File: src/rtl/pipe_stage_reg.sv
// pipe_stage_reg: PC/instruction stage register with stall, flush, boot bubbles and hazard counters
module pipe_stage_reg #(
  parameter int PC_W = 32,
  parameter int INST_W = 32,
  parameter logic [INST_W-1:0] NOP_INST = 32'h00000013,
  parameter int BOOT_BUBBLES = 1,
  parameter int CNT_W = 16
) (
  input  logic              clk,
  input  logic              rst_n,
  input  logic              in_valid,
  input  logic [PC_W-1:0]   in_pc,
  input  logic [INST_W-1:0] in_inst,
  output logic              in_ready,
  input  logic              stall,
  input  logic              flush,
  input  logic              clr_cnt,
  output logic              out_valid,
  output logic [PC_W-1:0]   out_pc,
  output logic [INST_W-1:0] out_inst,
  output logic              boot_busy,
  output logic [CNT_W-1:0]  stall_cnt,
  output logic [CNT_W-1:0]  flush_cnt
);
  logic [3:0] boot_cnt;
  assign boot_busy = boot_cnt != 4'd0;
  assign in_ready = rst_n & ~boot_busy & ~stall & ~flush;
  always_ff @(posedge clk) begin
    if (!rst_n) begin
      out_valid <= 1'b0;
      out_pc <= '0;
      out_inst <= NOP_INST;
      boot_cnt <= 4'(BOOT_BUBBLES);
    end else if (boot_busy) begin
      out_valid <= 1'b0;
      out_pc <= '0;
      out_inst <= NOP_INST;
      boot_cnt <= boot_cnt - 4'd1;
    end else if (flush) begin
      out_valid <= 1'b0;
      out_inst <= NOP_INST;
    end else if (!stall) begin
      out_valid <= in_valid;
      out_pc <= in_pc;
      out_inst <= in_valid ? in_inst : NOP_INST;
    end
  end
  // Hazard events during the boot phase are not counted
  always_ff @(posedge clk) begin
    if (!rst_n || clr_cnt) begin
      stall_cnt <= '0;
      flush_cnt <= '0;
    end else if (!boot_busy) begin
      if (flush && flush_cnt != '1) flush_cnt <= flush_cnt + 1'b1;
      if (stall && !flush && stall_cnt != '1) stall_cnt <= stall_cnt + 1'b1;
    end
  end
endmodule

File: config.mk
export PLATFORM = sky130hd
export DESIGN_NAME = pipe_stage_reg
export DESIGN_NICKNAME = d
export VERILOG_FILES = /design/src/rtl/pipe_stage_reg.sv
export SDC_FILE = /design/constraint.sdc
export NUM_CORES = 1
export LEC_CHECK = 0
export ABC_CLOCK_PERIOD_IN_PS = 2300
export BUFFER_PORTS_ARGS = -buffer_cell sky130_fd_sc_hd__buf_2
export CAP_MARGIN = 15
export CORE_MARGIN = 10
export CORE_UTILIZATION = 48
export CTS_CLUSTER_SIZE = 24
export DETAILED_ROUTE_END_ITERATION = 10
export PLACE_DENSITY = 0.9
export SLEW_MARGIN = 20
export SYNTH_ARGS = -nofsm -noshare
export SYNTH_HDL_FRONTEND = slang
export SYNTH_SLANG_ARGS = --single-unit
File: constraint.sdc
create_clock -name clk -period 2.3 [get_ports clk]
set_input_delay 0.115 -clock clk [delete_from_list [all_inputs] [get_ports clk]]
set_output_delay 0.115 -clock clk [all_outputs]
set_load 0.05 [all_outputs]
Yosys cells after proc, flatten, opt, wreduce, memory -nomap -nowiden
Index checks and enable logic that the tools add are counted.
Word-level totals
  flip-flop bits (word level): 101
  input bits: 70
Cells by class
  add/subtract/negate cells: 3
  eq/ne operators: 2
  muxes and demuxes: 1
  bitwise logic cells: 7
  reduce and logical (&&, ||, !) cells: 12
Operators by type and width (count)
  $add A16 B1 Y16 const B: 2
  $mux W32: 1
  $ne A16 B16 Y1 const B: 2
  $reduce_and A2 Y1: 3
  $not A1 Y1: 4
  $reduce_bool A4 Y1: 1
  $sub A4 B1 Y4 const B: 1
  $and A1 B1 Y1: 3
  $logic_and A1 B1 Y1: 3
  $reduce_or A3 Y1: 1
  $logic_not A1 Y1: 2
  $reduce_or A2 Y1: 1
  $logic_or A1 B1 Y1: 1

Logic depth before layout (Yosys ltp)
Gate-level depths: netlist (run 1).
  word-level depth: 5
  depth in mapped cells: 9

Least setup slack after synthesis (run 1)
No wires, ideal clock.
  path kind: reg2reg
  start: reg stall_cnt[0]
  end: reg stall_cnt[14]
  library setup time: 0.070 ns
  arrival time: 2.144 ns
  required time: 2.230 ns
  setup slack: 0.085 ns
  stages on the path, launching flop included: 6
  path buffers: 0
  clock period less this slack: 2.215 ns
  cells stage by stage: dfxtp_1 -> ha_1 -> nand2_1 -> or4_1 -> or4_1 -> a21oi_1
On the way
  longest elaborated chain between the ends: 3
  elaborated cells between the ends (all ways): 4
Ends and longest elaborated chain
  from (decl): line 22  | output logic [CNT_W-1:0] stall_cnt,
  from (signal assigned): line 55  | if (stall && !flush && stall_cnt != '1) stall_cnt <= stall_cnt + 1'b1;
  parallel branches: the longest is 3 deep, another holds $add A16 B1 Y16
Parallel ways; which one is timed is not known.
A chain may end at the register's enable or synchronous reset.

Worst setup path in the final report (run 1)
  start: reg boot_cnt[0]
  end: reg stall_cnt[14]
On the way
  longest elaborated chain between the ends: 3
Ends and longest elaborated chain
  from (decl): line 25  | logic [3:0] boot_cnt;
  from (signal assigned): line 33  | boot_cnt <= 4'(BOOT_BUBBLES);
  from (signal assigned): line 38  | boot_cnt <= boot_cnt - 4'd1;
  $reduce_bool A4 Y1: line 26  | assign boot_busy = boot_cnt != 4'd0;
  $not A1 Y1 (no line)
  $reduce_and A2 Y1 (no line)
No other way between the ends.

==> results.py, run 1 <==
metrics = {
    "outcome": {
        "status": "finished, final reports clean",
    },
    "setup_path": {
        "crit_path_end_kind": "register",
        "startpoint_type": "register",
        "crit_family": "simple AND/OR/NAND/NOR gates",
        "worst_path_most_repeated_cell": "or4_1",
        "cp_max_fo": 10,
        "crit_path_top_delay_cell": "or4_1",
        "crit_type": "reg2reg",
        "worstPathArrival_ns": 2.39,
        "crit_buf_inv": 1,
        "max_stage_delay_ns": 0.49,
        "cp.required_ns": 2.57,
        "cp_cell_sequence": "inv_1 > ha_1 > nand4bb_1 > or4_1 > or4_1 > a21oi_1",
        "r2r_slack_ns": 0.18,
    },
    "global_routing": {
        "grt_max_degree": 33,
        "grt.total_usage_pct": 21.8,
        "grt_pass1_wl_um": 23300,
        "grt_pass1_vias": 4719,
        "antenna_found_initial": 1,
        "overflow": 0,
    },
    "cts": {
        "clkSlewWorstSetupHoldPaths_ns": 0.10,
        "numClockSinks": 101,
        "cts-root-buf": "clkbuf_8",
        "cts_resized": 0,
        "cts_tree": "done",
        "cts-buffers-inserted": 9,
        "post_cts_buffers": 0,
        "clk_latency_ns": 0.36,
        "htree_levels": 3,
        "clockBufferDepth": 2,
        "ctsHoldBuffers": 63,
    },
    "sta": {
        "rsz0062_at_grt": "no",
        "finalSetupViolCount": 0,
        "post-route-min-period_ns": 2.12,
        "clock_skew_ns": 0.0134,
        "finalSetupTns_ns": 0,
        "post-route-period-util_pct": 92.2,
        "slew_viol_final": 0,
        "relSlewSlack_pct": 48.8,
        "hold_violations": 0,
        "tightest_slew_ns": 0.768,
        "timing.fmax_mhz": 472,
        "setup_ws_ns": 0.180,
    },
    "synthesis": {
        "synth_edf_count": 0,
        "avgSynthCellArea_um2": 8.47,
        "netlist_instances": 487,
        "synth.distinct_cells": 42,
        "yosysWarnings": 0,
        "dominantRegCellSynth": "dfxtp_1",
        "ys_ff_latch": 101,
        "syn_area_um2": 4120,
        "ys_async_sr_fraction_pct": 0,
        "synthesis.nets": 560,
        "yosysSeqAreaShare_pct": 49.0,
    },
    "placed_design": {
        "place_ws_ns": 0.249,
        "portBuffers": 168,
        "dp_hpwl_um": 9260,
        "gp_congestion": 0.876,
        "placed_area_um2": 5050,
    },
    "drt": {
        "vias_per_cell": 5.66,
        "drt-pass1-iter-count": 5,
        "remaining_drc_errors": 0,
        "vias": 4638,
        "wl_per_cell_um": 17.5,
        "wl_um": 14400,
        "drt_iter0_markers": 278,
        "ant_nets": 0,
    },
    "finish": {
        "finalNetCount": 781,
        "final_core_util_pct": 71.1,
        "layout-drive-gt1-share_pct": 28.2,
        "final_area_um2": 5900,
        "area_growth_pct": 43.1,
    },
    "power_and_ir_drop": {
        "peakVddDrop_mv": 0.411,
        "p_per_area_nw_per_um2": 659,
        "p_leak_nw": 2.50,
    },
    "die": {
        "die_h_um": 113,
        "io-pin-count": 169,
        "start_util_pct": 49.7,
        "rows": 33,
        "core_area_um2": 8300,
        "die_area_um2": 12700,
        "die_w_um": 113,
    },
    "hold_path": {
        "hp-class": "in2reg",
    },
    "job": {
        "drv_cap": 0,
    },
}
==> through the flow <==
stage | hold WS [ns] | total power [mW] | std cells
after floorplan | 0.177 | 2.40 | 487
after global placement | 0.339 | 2.58 | 739
after detailed placement | 0.341 | 2.61 | 739
after CTS | 0.00295 | 3.89 | 818
after global routing | 0.0518 | 4.04 | 819
final | 0.0518 | 3.89 | 819
==> cell usage after synthesis (2+ instances only) <==
master | instances | area [um^2]
o22ai_1 | 3 | 18.8
clkbuf_1 | 22 | 82.6
nor2_1 | 40 | 150
ha_1 | 3 | 37.5
mux2i_1 | 4 | 40.0
nand3b_1 | 3 | 22.5
nand3_1 | 15 | 75.1
nor4_1 | 3 | 18.8
a22oi_1 | 29 | 218
nor3_1 | 3 | 15.0
a41o_1 | 2 | 20.0
or3_1 | 6 | 37.5
a21oi_1 | 56 | 280
and4bb_2 | 2 | 25.0
and2_1 | 2 | 12.5
and4_1 | 9 | 78.8
o31ai_1 | 11 | 82.6
nand4bb_1 | 2 | 22.5
nor2b_1 | 3 | 18.8
o21ai_0 | 9 | 45.0
inv_1 | 7 | 26.3
nand4_1 | 11 | 68.8
a31oi_1 | 2 | 12.5
and3_1 | 5 | 31.3
buf_2 | 2 | 10.0
o311ai_0 | 4 | 35.0
dfxtp_1 | 101 | 2020
or4_1 | 12 | 90.1
nand2_1 | 89 | 334
buf_1 | 5 | 18.8
nand2b_1 | 8 | 50.1
o41ai_1 | 4 | 35.0
==> tightest hold or removal path, delay by kind of cell <==
| kind | cells | cell delay (ns) |
|---|---|---|
| AO/OA/AOI/OAI | 1 | 0.07 |
| buffers and inverters | 1 | 0.08 |
| AND/OR/NAND/NOR | 1 | 0.10 |
==> kinds of logic after synthesis <==
kind of cell	synth area share, %
and+or+nand+nor	26.1
AOI/OAI and AO/OA	19.0
DFF	49.0
buffers and inverters	3.79
muxes	0.971
adders and majority gates	0.910
xor gates and xnor gates	0.212
==> report_power, final <==
part | switching (mW) | internal [mW]
Sequential | 0.0532 | 1.82
Combinational | 0.521 | 0.286
Clock | 0.680 | 0.533
==> cells in the final DEF, fill, tap and decap left out, types with 9 or more instances in the layout <==
| cell type | netlist | final |
|---|---|---|
| nand4_1 | 11 | 11 |
| dfxtp_1 | 101 | 101 |
| o21ai_0 | 9 | 9 |
| a21oi_1 | 56 | 56 |
| nor2_1 | 40 | 39 |
| nand2_1 | 89 | 89 |
| or4_1 | 12 | 12 |
| buf_2 | 2 | 168 |
| clkbuf_8 | 0 | 9 |
| dlygate4sd3_1 | 0 | 63 |
| nand3_1 | 15 | 15 |
| and4_1 | 9 | 9 |
| a22oi_1 | 29 | 29 |
| buf_4 | 1 | 10 |
| o31ai_1 | 11 | 11 |
==> routing by layer <==
metal / vias to the layer above / share of wire [%] / global-route usage [%]
li1: 2200 / - / -
met2: 224 / 50 / 37.8
met1: 2168 / 38 / 22.9
met5: - / 0 / 0
met3: 46 / 8.6 / 7.45
met4: 0 / 3.7 / 11.1
==> path summary, 6_finish.rpt <==
kind,cells after the start,to,startpoint
hold reg to reg,2,out_pc[29],out_pc[29]
hold / removal,3,out_inst[23],in_inst[23]
setup / recovery,6,stall_cnt[14],boot_cnt[0]
setup reg to reg,6,stall_cnt[14],boot_cnt[0]
==> flip-flops by register name (all words and copies together) (netlist names) <==
name       cells
out_valid      1
boot_cnt       4
out_inst      32
out_pc        32
stall_cnt     16
flush_cnt     16
==> final cells by class <==
class	count	area (um^2)
Fill cell	593	2400
Sequential cell	101	2020
Multi-Input combinational cell	348	1960
Clock buffer	9	124
Inverter	7	26.3
Timing Repair Buffer	241	1550
Antenna cell	1	2.50
Tap cell	105	131
Clock inverter	7	91.3
No activity file was read; power rests on OpenSTA's default activity.
==> run 2: changes to the inputs <==
Settings changed: PLACE_DENSITY 0.9 to 0.77.
==> results.py, run 2 (synthesis gave the netlist of run 1 again) <==
metrics = {
    "outcome": {
        "status": "finished, final reports clean",
    },
    "finish": {
        "area_growth_pct": 40.5,
        "final-seq-area_um2": 2020,
        "layout-drive-gt1-share_pct": 28.2,
        "fillers": 657,
        "final_core_util_pct": 69.8,
        "multi_input_area_um2": 1950,
        "final_area_um2": 5800,
        "top_regs": "out_inst (32), out_pc (32)",
        "finalNetCount": 774,
        "final_common_cell": "buf_2",
        "layout_common_cells": "168 x buf_2, 101 x dfxtp_1, 89 x nand2_1, 56 x a21oi_1, 56 x dlygate4sd3_1",
    },
    "drt": {
        "drt_iter0_markers": 224,
        "drt-pass1-iter-count": 5,
        "vias": 4452,
        "remaining_drc_errors": 0,
        "vias_per_cell": 5.50,
        "wl_per_cell_um": 16.6,
        "ant_nets": 0,
        "wl_um": 13500,
    },
    "global_routing": {
        "grt_pass1_vias": 4408,
        "grt_max_degree": 35,
        "overflow": 0,
        "grt.total_usage_pct": 20.1,
        "antenna_found_initial": 1,
        "grt_pass1_wl_um": 21700,
    },
    "hold_path": {
        "min_path_cells": 3,
        "hp-class": "in2reg",
        "holdPathEnd": "out_inst[21]",
        "min-delay-start": "in_inst[21]",
    },
    "setup_path": {
        "crit_buf_inv": 1,
        "worstPathArrival_ns": 2.42,
        "cp_max_fo": 10,
        "r2r_slack_ns": 0.18,
        "crit_family": "simple AND/OR/NAND/NOR gates",
        "cp_cell_sequence": "inv_1 > ha_1 > nand4bb_1 > or4_1 > or4_1 > a21oi_1",
        "crit_type": "reg2reg",
        "crit_path_end_kind": "register",
        "max_stage_delay_ns": 0.49,
        "reg2reg_from": "boot_cnt[0]",
        "cp.required_ns": 2.59,
        "reg2regPathDepth": 6,
        "worst_r2r_endpoint": "stall_cnt[14]",
        "worst_path_most_repeated_cell": "or4_1",
        "startpoint_type": "register",
        "crit_path_top_delay_cell": "or4_1",
    },
    "die": {
        "die_h_um": 113,
        "die_w_um": 113,
        "start_util_pct": 49.7,
        "rows": 33,
        "core_area_um2": 8300,
        "die_area_um2": 12700,
        "io-pin-count": 169,
    },
    "sta": {
        "post-route-min-period_ns": 2.12,
        "slew_viol_final": 0,
        "finalSetupTns_ns": 0,
        "hold_violations": 0,
        "clock_skew_ns": 0.0106,
        "relSlewSlack_pct": 48.8,
        "rsz0062_at_grt": "no",
        "timing.fmax_mhz": 471,
        "finalSetupViolCount": 0,
        "tightest_slew_ns": 0.768,
        "setup_ws_ns": 0.177,
        "post-route-period-util_pct": 92.3,
    },
    "power_and_ir_drop": {
        "p_leak_nw": 2.46,
        "p_per_area_nw_per_um2": 648,
        "peakVddDrop_mv": 0.509,
        "finalPower_mw": 3.76,
    },
    "placed_design": {
        "portBuffers": 168,
        "placed_area_um2": 5050,
        "dp_hpwl_um": 9160,
        "place_ws_ns": 0.214,
        "gp_congestion": 0.877,
    },
    "cts": {
        "clkSlewWorstSetupHoldPaths_ns": 0.09,
        "clk_latency_ns": 0.36,
        "cts_tree": "done",
        "post_cts_buffers": 0,
        "htree_levels": 3,
        "clockBufferDepth": 2,
        "cts-root-buf": "clkbuf_8",
        "numClockSinks": 101,
        "cts-buffers-inserted": 9,
    },
    "job": {
        "drv_cap": 0,
    },
}
run 2: worst register-to-register path, delay by kind of cell (launching register included):
| family | cells | cell delay (ns) |
|---|---|---|
| AND/OR/NAND/NOR | 3 | 1.18 |
| flip-flops | 1 | 0.34 |
| adder cells (fa/ha/maj) | 1 | 0.31 |
| AO/OA/AOI/OAI | 1 | 0.16 |
| buffers and inverters | 1 | 0.06 |
run 2: how the worst max path moves through the flow:
stage                       from       endpoint  slack (ns)  depth (start not counted)
floorplan           stall_cnt[0]  stall_cnt[14]        0.09                          5
global placement     boot_cnt[0]  stall_cnt[14]        0.33                          6
detailed placement   boot_cnt[0]  stall_cnt[14]        0.21                          6
CTS                  boot_cnt[0]  stall_cnt[14]        0.19                          6
global route         boot_cnt[0]  stall_cnt[14]        0.08                          6
finish               boot_cnt[0]  stall_cnt[14]        0.18                          6
run 2: area by class of cell:
type | instances | area share (%)
diodes | 1 | 0.0432
inverters | 7 | 0.453
clock buffers | 11 | 2.61
flip-flops and latches | 101 | 34.9
multi-input cells | 348 | 33.7
repair buffers | 234 | 25.5
clock inverters | 2 | 0.604
well taps | 105 | 2.27
run 2: power by group:
group / internal [mW] / total, mW / switching (mW)
Clock: 0.544 / 1.11 / 0.563
Sequential: 1.81 / 1.87 / 0.0530
Combinational: 0.276 / 0.784 / 0.508
run 2: routing by layer:
metal	wire length [um]	track usage [%]
met1	5140	21.4
met2	6790	35.8
met3	1220	7.50
met4	301	6.77
met5	0	0
run 2: through the flow:
stage | hold slack (ns) | std cells
after floorplan | 0.177 | 487
after global placement | 0.344 | 739
after CTS | 0.000407 | 808
after detailed placement | 0.343 | 739
final | 0.00932 | 809
after global routing | 0.00250 | 809
run 2: repair_timing:
item	CTS	global route
hold buffers	56	0
resized for setup	0	0
hold endpoints to repair	56	0
==> run 3: changes to the inputs <==
Settings changed: ABC_CLOCK_PERIOD_IN_PS 2300 to 2000, HOLD_SLACK_MARGIN from default to 0.12.
Clock period 2.3 ns to 2 ns, I/O delays scaled along.
==> results.py, run 3 (synthesis gave the netlist of run 1 again) <==
metrics = {
    "finish": {
        "layout_common_cells": "168 x buf_2, 91 x dfxtp_1, 89 x nand2_1, 72 x dlygate4sd3_1, 56 x a21oi_1",
        "finalNetCount": 793,
        "final_area_um2": 6050,
        "area_growth_pct": 46.6,
        "final_common_cell": "buf_2",
        "final_core_util_pct": 72.9,
        "layout-drive-gt1-share_pct": 30.3,
        "top_regs": "out_inst (32), out_pc (32)",
        "final_cells": 833,
    },
    "die": {
        "die_w_um": 113,
        "core_area_um2": 8300,
        "start_util_pct": 49.7,
        "io-pin-count": 169,
        "die_h_um": 113,
        "die_area_um2": 12700,
        "rows": 33,
    },
    "setup_path": {
        "crit_type": "reg2reg",
        "reg2reg_from": "stall_cnt[0]",
        "reg2regPathDepth": 5,
        "cp.required_ns": 2.30,
        "r2r_slack_ns": 0.07,
        "crit_buf_inv": 0,
        "cp_max_fo": 6,
        "crit_path_end_kind": "register",
        "worst_path_most_repeated_cell": "or4_1",
        "cp_cell_sequence": "ha_2 > nand2_1 > or4_1 > or4_1 > a21oi_1",
        "worstPathArrival_ns": 2.22,
        "crit_path_top_delay_cell": "or4_1",
        "startpoint_type": "register",
        "worst_r2r_endpoint": "stall_cnt[14]",
        "max_stage_delay_ns": 0.53,
        "crit_family": "simple AND/OR/NAND/NOR gates",
    },
    "drt": {
        "wl_per_cell_um": 17.2,
        "ant_nets": 0,
        "vias": 4550,
        "remaining_drc_errors": 0,
        "wl_um": 14300,
        "drt-pass1-iter-count": 4,
        "drt_iter0_markers": 284,
        "vias_per_cell": 5.46,
    },
    "sta": {
        "post-route-min-period_ns": 1.93,
        "rsz0062_at_grt": "no",
        "finalSetupTns_ns": 0,
        "post-route-period-util_pct": 96.3,
        "clock_skew_ns": 0.0242,
        "hold_ws_ns": 0.204,
        "hold_violations": 0,
        "setup_ws_ns": 0.0741,
        "relSlewSlack_pct": 52.7,
        "finalSetupViolCount": 0,
        "tightest_slew_ns": 0.708,
        "timing.fmax_mhz": 519,
        "slew_viol_final": 0,
    },
    "cts": {
        "post_cts_buffers": 0,
        "clockBufferDepth": 2,
        "numClockSinks": 101,
        "cts-buffers-inserted": 9,
        "htree_levels": 3,
        "cts-root-buf": "clkbuf_8",
        "clkSlewWorstSetupHoldPaths_ns": 0.10,
        "clk_latency_ns": 0.37,
        "cts_tree": "done",
    },
    "hold_path": {
        "min_path_cells": 3,
        "min-delay-start": "stall",
        "hp-class": "in2reg",
        "holdPathEnd": "out_valid",
    },
    "power_and_ir_drop": {
        "finalPower_mw": 4.48,
        "peakVddDrop_mv": 0.490,
        "p_per_area_nw_per_um2": 742,
        "p_leak_nw": 2.54,
    },
    "outcome": {
        "status": "finished, final reports clean",
    },
    "global_routing": {
        "grt.total_usage_pct": 21.6,
        "grt_pass1_vias": 4682,
        "antenna_found_initial": 3,
        "grt_pass1_wl_um": 23100,
        "grt_max_degree": 33,
        "overflow": 0,
    },
    "placed_design": {
        "place_ws_ns": 0.0765,
        "dp_hpwl_um": 9390,
        "dpl.cell_count": 742,
        "portBuffers": 168,
        "gp_congestion": 0.850,
        "placed_area_um2": 5080,
    },
    "job": {
        "drv_cap": 0,
    },
}
[run 3: layout make-up]
| class | instances | area (um^2) |
|---|---|---|
| Fill cell | 617 | 2250 |
| Sequential cell | 101 | 2030 |
| Multi-Input combinational cell | 348 | 1980 |
| Timing Repair Buffer | 253 | 1660 |
| Clock buffer | 10 | 138 |
| Tap cell | 105 | 131 |
| Clock inverter | 6 | 70.1 |
| Inverter | 7 | 26.3 |
| Antenna cell | 3 | 7.51 |
[run 3: how the worst max path moves through the flow]
stage,startpoint,to,slack (ns),cells after the start
6_report,stall_cnt[0],stall_cnt[14],0.07,5
5_1_grt,stall_cnt[0],stall_cnt[14],0.02,5
4_1_cts,boot_cnt[1],out_inst[4],0.01,6
3_5_place_dp,stall_cnt[0],stall_cnt[4],0.08,5
3_3_place_gp,boot_cnt[0],stall_cnt[14],0.14,6
2_1_floorplan,stall_cnt[4],stall_cnt[14],-0.05,4
[run 3: layer usage]
metal,vias up,global-route usage (%),part of all wire [%]
li1,2226,-,-
met3,35,7.34,7.6
met1,2118,23.7,39
met4,0,10.5,3.3
met2,171,36.6,50
met5,-,0,0
[run 3: where the power goes]
| part | switching (mW) | internal, mW | total [mW] |
|---|---|---|---|
| Combinational | 0.616 | 0.372 | 0.988 |
| Clock | 0.727 | 0.619 | 1.35 |
| Sequential | 0.0597 | 2.09 | 2.15 |
| Total | 1.40 | 3.08 | 4.48 |
[run 3: repair_timing]
| action | CTS | global route |
|---|---|---|
| hold endpoints to repair | 70 | 1 |
| hold buffers | 71 | 1 |
| setup endpoints to repair | 0 | 9 |
| gates resized for setup | 0 | 6 |
[run 3: worst register-to-register path, stage by stage (launching register included)]
cell,delay (ns)
dfxtp_2,0.37
ha_2,0.24
nand2_1,0.08
or4_1,0.53
or4_1,0.49
a21oi_1,0.15
